$ cat src/rtl/aes_round_ctrl_if.sv
// Handshake and datapath-control bundle between an AES round controller and its
// requester, key store, datapath and consumer.
interface aes_round_ctrl_if;
    logic       in_valid;
    logic       in_ready;
    logic       key_valid;
    logic       flush;
    logic       dp_load;
    logic       dp_en;
    logic [1:0] dp_mode;
    logic [3:0] round_idx;
    logic       out_valid;
    logic       out_ready;
    logic       busy;

    modport master (
        output in_valid, key_valid, flush, out_ready,
        input  in_ready, dp_load, dp_en, dp_mode, round_idx, out_valid, busy
    );

    modport slave (
        input  in_valid, key_valid, flush, out_ready,
        output in_ready, dp_load, dp_en, dp_mode, round_idx, out_valid, busy
    );
endinterface

$ cat src/rtl/aes_round_ctrl.sv
// Round sequencer for an iterative AES datapath: INIT, NUM_ROUNDS-1 full rounds,
// FINAL, then hold the ciphertext in DONE until the consumer takes it.
module aes_round_ctrl #(
    parameter int unsigned NUM_ROUNDS = 10
) (
    input  logic            clk,
    input  logic            rst_n,
    aes_round_ctrl_if.slave bus
);
    localparam int unsigned      IDX_W      = 4;
    localparam int unsigned      MODE_W     = 2;
    localparam logic [IDX_W-1:0] LAST_FULL  = IDX_W'(NUM_ROUNDS - 1);
    localparam logic [IDX_W-1:0] FINAL_IDX  = IDX_W'(NUM_ROUNDS);
    localparam logic [MODE_W-1:0] MODE_ARK   = 2'b00;
    localparam logic [MODE_W-1:0] MODE_FULL  = 2'b01;
    localparam logic [MODE_W-1:0] MODE_FINAL = 2'b10;

    typedef enum logic [2:0] {
        S_IDLE,
        S_INIT,
        S_ROUND,
        S_FINAL,
        S_DONE
    } state_e;

    state_e            state_q, state_d;
    logic [IDX_W-1:0]  round_idx_q, round_idx_d;
    logic              dp_en_c;
    logic [MODE_W-1:0] dp_mode_c;
    logic              abort_c;

    always_ff @(posedge clk or negedge rst_n) begin
        if (!rst_n) begin
            state_q     <= S_IDLE;
            round_idx_q <= '0;
        end else begin
            state_q     <= state_d;
            round_idx_q <= round_idx_d;
        end
    end

    // Flush only matters once a block is in flight; in IDLE it must not block acceptance.
    assign abort_c = bus.flush && (state_q != S_IDLE);

    always_comb begin
        state_d     = state_q;
        round_idx_d = round_idx_q;
        dp_en_c     = 1'b0;
        dp_mode_c   = MODE_ARK;

        unique case (state_q)
            S_IDLE: begin
                if (bus.in_valid) begin
                    state_d     = S_INIT;
                    round_idx_d = '0;
                end
            end
            S_INIT: begin
                if (bus.key_valid) begin
                    dp_en_c     = 1'b1;
                    state_d     = S_ROUND;
                    round_idx_d = IDX_W'(1);
                end
            end
            S_ROUND: begin
                dp_mode_c = MODE_FULL;
                if (bus.key_valid) begin
                    dp_en_c     = 1'b1;
                    round_idx_d = round_idx_q + IDX_W'(1);
                    if (round_idx_q == LAST_FULL) begin
                        state_d     = S_FINAL;
                        round_idx_d = FINAL_IDX;
                    end
                end
            end
            S_FINAL: begin
                dp_mode_c = MODE_FINAL;
                if (bus.key_valid) begin
                    dp_en_c = 1'b1;
                    state_d = S_DONE;
                end
            end
            S_DONE: begin
                if (bus.out_ready) begin
                    state_d     = S_IDLE;
                    round_idx_d = '0;
                end
            end
            default: begin
                state_d     = S_IDLE;
                round_idx_d = '0;
            end
        endcase

        if (abort_c) begin
            state_d     = S_IDLE;
            round_idx_d = '0;
            dp_en_c     = 1'b0;
        end
    end

    assign bus.in_ready  = (state_q == S_IDLE);
    assign bus.dp_load   = bus.in_valid && (state_q == S_IDLE);
    assign bus.dp_en     = dp_en_c;
    assign bus.dp_mode   = dp_mode_c;
    assign bus.round_idx = round_idx_q;
    assign bus.out_valid = (state_q == S_DONE) && !bus.flush;
    assign bus.busy      = (state_q != S_IDLE);
endmodule

$ cat src/flat_wrapper.sv
// flat-port wrapper written by rule: the top's interface ports become plain ports
module aes_round_ctrl_flat 
#(
    parameter int unsigned NUM_ROUNDS = 10
)
  (clk, rst_n, bus_in_valid, bus_key_valid, bus_flush, bus_out_ready, bus_in_ready, bus_dp_load, bus_dp_en, bus_dp_mode, bus_round_idx, bus_out_valid, bus_busy);
  aes_round_ctrl_if bus_i ();
  input  logic clk;
  input  logic rst_n;
  input wire logic [$bits(bus_i.in_valid)-1:0] bus_in_valid;
  input wire logic [$bits(bus_i.key_valid)-1:0] bus_key_valid;
  input wire logic [$bits(bus_i.flush)-1:0] bus_flush;
  input wire logic [$bits(bus_i.out_ready)-1:0] bus_out_ready;
  output wire logic [$bits(bus_i.in_ready)-1:0] bus_in_ready;
  output wire logic [$bits(bus_i.dp_load)-1:0] bus_dp_load;
  output wire logic [$bits(bus_i.dp_en)-1:0] bus_dp_en;
  output wire logic [$bits(bus_i.dp_mode)-1:0] bus_dp_mode;
  output wire logic [$bits(bus_i.round_idx)-1:0] bus_round_idx;
  output wire logic [$bits(bus_i.out_valid)-1:0] bus_out_valid;
  output wire logic [$bits(bus_i.busy)-1:0] bus_busy;
  assign bus_i.in_valid = bus_in_valid;
  assign bus_i.key_valid = bus_key_valid;
  assign bus_i.flush = bus_flush;
  assign bus_i.out_ready = bus_out_ready;
  assign bus_in_ready = bus_i.in_ready;
  assign bus_dp_load = bus_i.dp_load;
  assign bus_dp_en = bus_i.dp_en;
  assign bus_dp_mode = bus_i.dp_mode;
  assign bus_round_idx = bus_i.round_idx;
  assign bus_out_valid = bus_i.out_valid;
  assign bus_busy = bus_i.busy;
  aes_round_ctrl #(.NUM_ROUNDS(NUM_ROUNDS)) u_core (.clk(clk), .rst_n(rst_n), .bus(bus_i));
endmodule
$ cat config.mk
export PLATFORM = sky130hd
export DESIGN_NAME = aes_round_ctrl_flat
export DESIGN_NICKNAME = d
export VERILOG_FILES = /design/src/rtl/aes_round_ctrl_if.sv /design/src/rtl/aes_round_ctrl.sv /design/src/flat_wrapper.sv
export SDC_FILE = /design/constraint.sdc
export NUM_CORES = 1
export LEC_CHECK = 0
export CORE_MARGIN = 1
export CORE_UTILIZATION = 39
export CTS_CLUSTER_DIAMETER = 40
export DETAILED_ROUTE_END_ITERATION = 16
export PLACE_DENSITY = 0.72
export RECOVER_POWER = 100
export SKIP_CTS_REPAIR_TIMING = 1
export SLEW_MARGIN = 0
export SYNTH_ARGS = -nofsm -noshare
export SYNTH_HDL_FRONTEND = slang
export SYNTH_SLANG_ARGS = --single-unit
export TNS_END_PERCENT = 30
$ cat constraint.sdc
create_clock -name clk -period 1.5 [get_ports clk]
set_input_delay 0.225 -clock clk [delete_from_list [all_inputs] [get_ports clk]]
set_output_delay 0.225 -clock clk [all_outputs]
set_load 0.03 [all_outputs]
==> qor.txt <==
Crit Path Max Fanout = 2
RSZ-0062 raised after global routing = true
CP max stage delay = 390 ps
Reg2Reg Depth = 5
Vias in the first global route = 419
Final Slew Violations = 0
RD Place Congestion = 0.756
Setup Viol. Count Final = 6
Ys Warns = 0
Yosys cell types = 33
Critical path startpoint category = register
Hold Violations, Final = 0
Total gr overflow = 0
Final min period = 1560 ps
Commonest non-fill, non-tap cells in the layout = buf_4, buf_6, dfrtp_1
Largest net degree at the start of global routing = 12
Leakage Power = 0.000421 µW
CTS max path bufs = 2
Antenna violations before repair = 0
H-tree Lvls = 1
IO buf count = 16
Worst Hold Class = primary input to async pin
Die Height = 38.8 µm
Synthesized area = 527 µm²
Fin nets = 104
Critical Path RT = 1270 ps
Number of synthesized flops with an enable pin = 0
Post-route design area = 883 µm²
Ports = 17
Worst EP arrival = 1340 ps
Worst VDD drop = 972 µV
First-pass detailed-route iteration total = 4
Wire length per cell = 15.4 µm
Util after Layout = 74.5%
Critical path class = register to output pin
R2r startpoint = u_core.state_q[2]$_DFFE_PN0P_
Buf/Inv on CP = 2
TritonCTS buffer count = 3
Clk_skew = 7.20 ps
Worst-Margin Slew = 430 ps
CTS Sinks = 7
Area of the core = 0.00119 mm²
Critical-path cell list = or3_4 > buf_6 > nor2_4 > buf_6
Synth Register Bits = 7
DRT iter0 DRCs = 8
Status = complete, but fails checks
Setup TNS = -278 ps
Clock Latency Late Sink = 250 ps
Critical Path Sink Type = output pin
First-pass GRT wire length = 1840 µm
Post-synth ARST share = 100%
Cells after Synth = 59
Via count = 569
Maxcap violations = 0
WL final = 1670 µm
Drt via density = 5.22
Die Wd = 38.8 µm
Final worst path period share = 104%
Initial core utilization = 44.4%
Achievable Freq = 0.639 GHz
Violated checks = negative setup slack
Share of cells above drive strength 1 = 42.1%
# diodes = 0
Syn nets = 67
Placed Cells = 98
Die area = 0.00150 mm²
Seq/Total Area, Yosys = 33.3%
Layout Cells excl Fill = 109
RR Endpoint = u_core.bus.round_idx[1]$_DFFE_PN0P_
Top FF cell, synth = dfrtp_1
PwrDens = 1640 mW/mm²
TritonCTS clock tree = done
Tot GR Track Use = 18.5%
Critical path's top delay family = simple AND/OR/NAND/NOR gates
Final WS setup = -64.6 ps
Row count = 12
Commonest non-fill, non-tap cell in the layout = buf_4
DP HPWL = 989 µm
Remaining DRCs = 0
Syn_area_per_cell = 8.93 µm²
Critical path's slowest cell = dfrtp_1
Most common cell type on the critical path = buf_6
R2R setup slack = -30 ps
Slew HR = 71.5%
DP Area = 766 µm²
Antenna viol nets, final = 0
CTS root buf = clkbuf_4
Clock Pin Slew Worst Setup and Hold Paths = 60 ps
P&R area growth vs syn = 67.7%
through the flow:
stage               setup WS, ps  hold slack (ps)  power [µW]
global placement            -215              506        1010
detailed placement          -237              510        1030
global route                -137              325        1530
CTS                         -361              239        1200
finish                     -64.6              309        1450
floorplan                   -248            -70.6         726
logic make-up after synthesis:
kind of cell | share of synthesized area, %
fa+ha+maj | 6.89
flops | 33.3
simple gates | 27.1
xor+xnor | 1.66
mux | 4.28
buf+inv | 8.79
compound gates | 18.1
Yosys cell counts, drive strengths merged (2+ instances only):
cell type	count	share of area (%)
inv	7	5.0
buf	2	3.1
nor4	2	3.6
nand2b	2	2.4
o21ai	3	3.6
ha	2	4.7
nand2	3	2.1
dfrtp	7	33
nor3	2	1.9
mux2	2	4.3
nor2	7	5.0
o22ai	3	3.6
worst max-delay path by stage:
stage / start / endpoint / slack, ps / depth (start not counted)
floorplan: u_core.state_q[0]$_DFFE_PN0P_ / bus_dp_load / -250 / 3
global placement: bus_key_valid / u_core.bus.round_idx[1]$_DFFE_PN0P_ / -220 / 5
detailed placement: bus_key_valid / u_core.bus.round_idx[1]$_DFFE_PN0P_ / -240 / 5
CTS: u_core.state_q[1]$_DFFE_PN0P_ / bus_busy / -360 / 2
global route: u_core.state_q[2]$_DFFE_PN0P_ / u_core.bus.round_idx[3]$_DFFE_PN0P_ / -140 / 5
finish: u_core.state_q[0]$_DFFE_PN0P_ / bus_dp_load / -60 / 4
power by group:
group,switching [µW],total (µW),internal [µW]
registers,39.1,268,228
logic,508,1010,505
clock network,68.0,169,101
total,615,1450,835
registers in the layout, indices dropped and copies added (netlist names):
signal                flops
u_core.state_q            3
u_core.bus.round_idx      4
layout make-up:
| type | instances | area [µm²] |
|---|---|---|
| fill | 93 | 303 |
| inverter | 7 | 26.3 |
| sequential | 7 | 175 |
| multi-input combinational | 42 | 350 |
| clock buffer | 4 | 26.3 |
| timing repair buffer | 35 | 288 |
| tap | 14 | 17.5 |
layer usage:
layer	up-vias	part of all wire [%]	global-route usage, %
li1	281	-	-
met1	265	45	25.1
met2	19	49	28.3
met3	4	3.5	1.73
met4	0	2.0	10.3
met5	-	0	0
(Power assumes the default switching activity.)
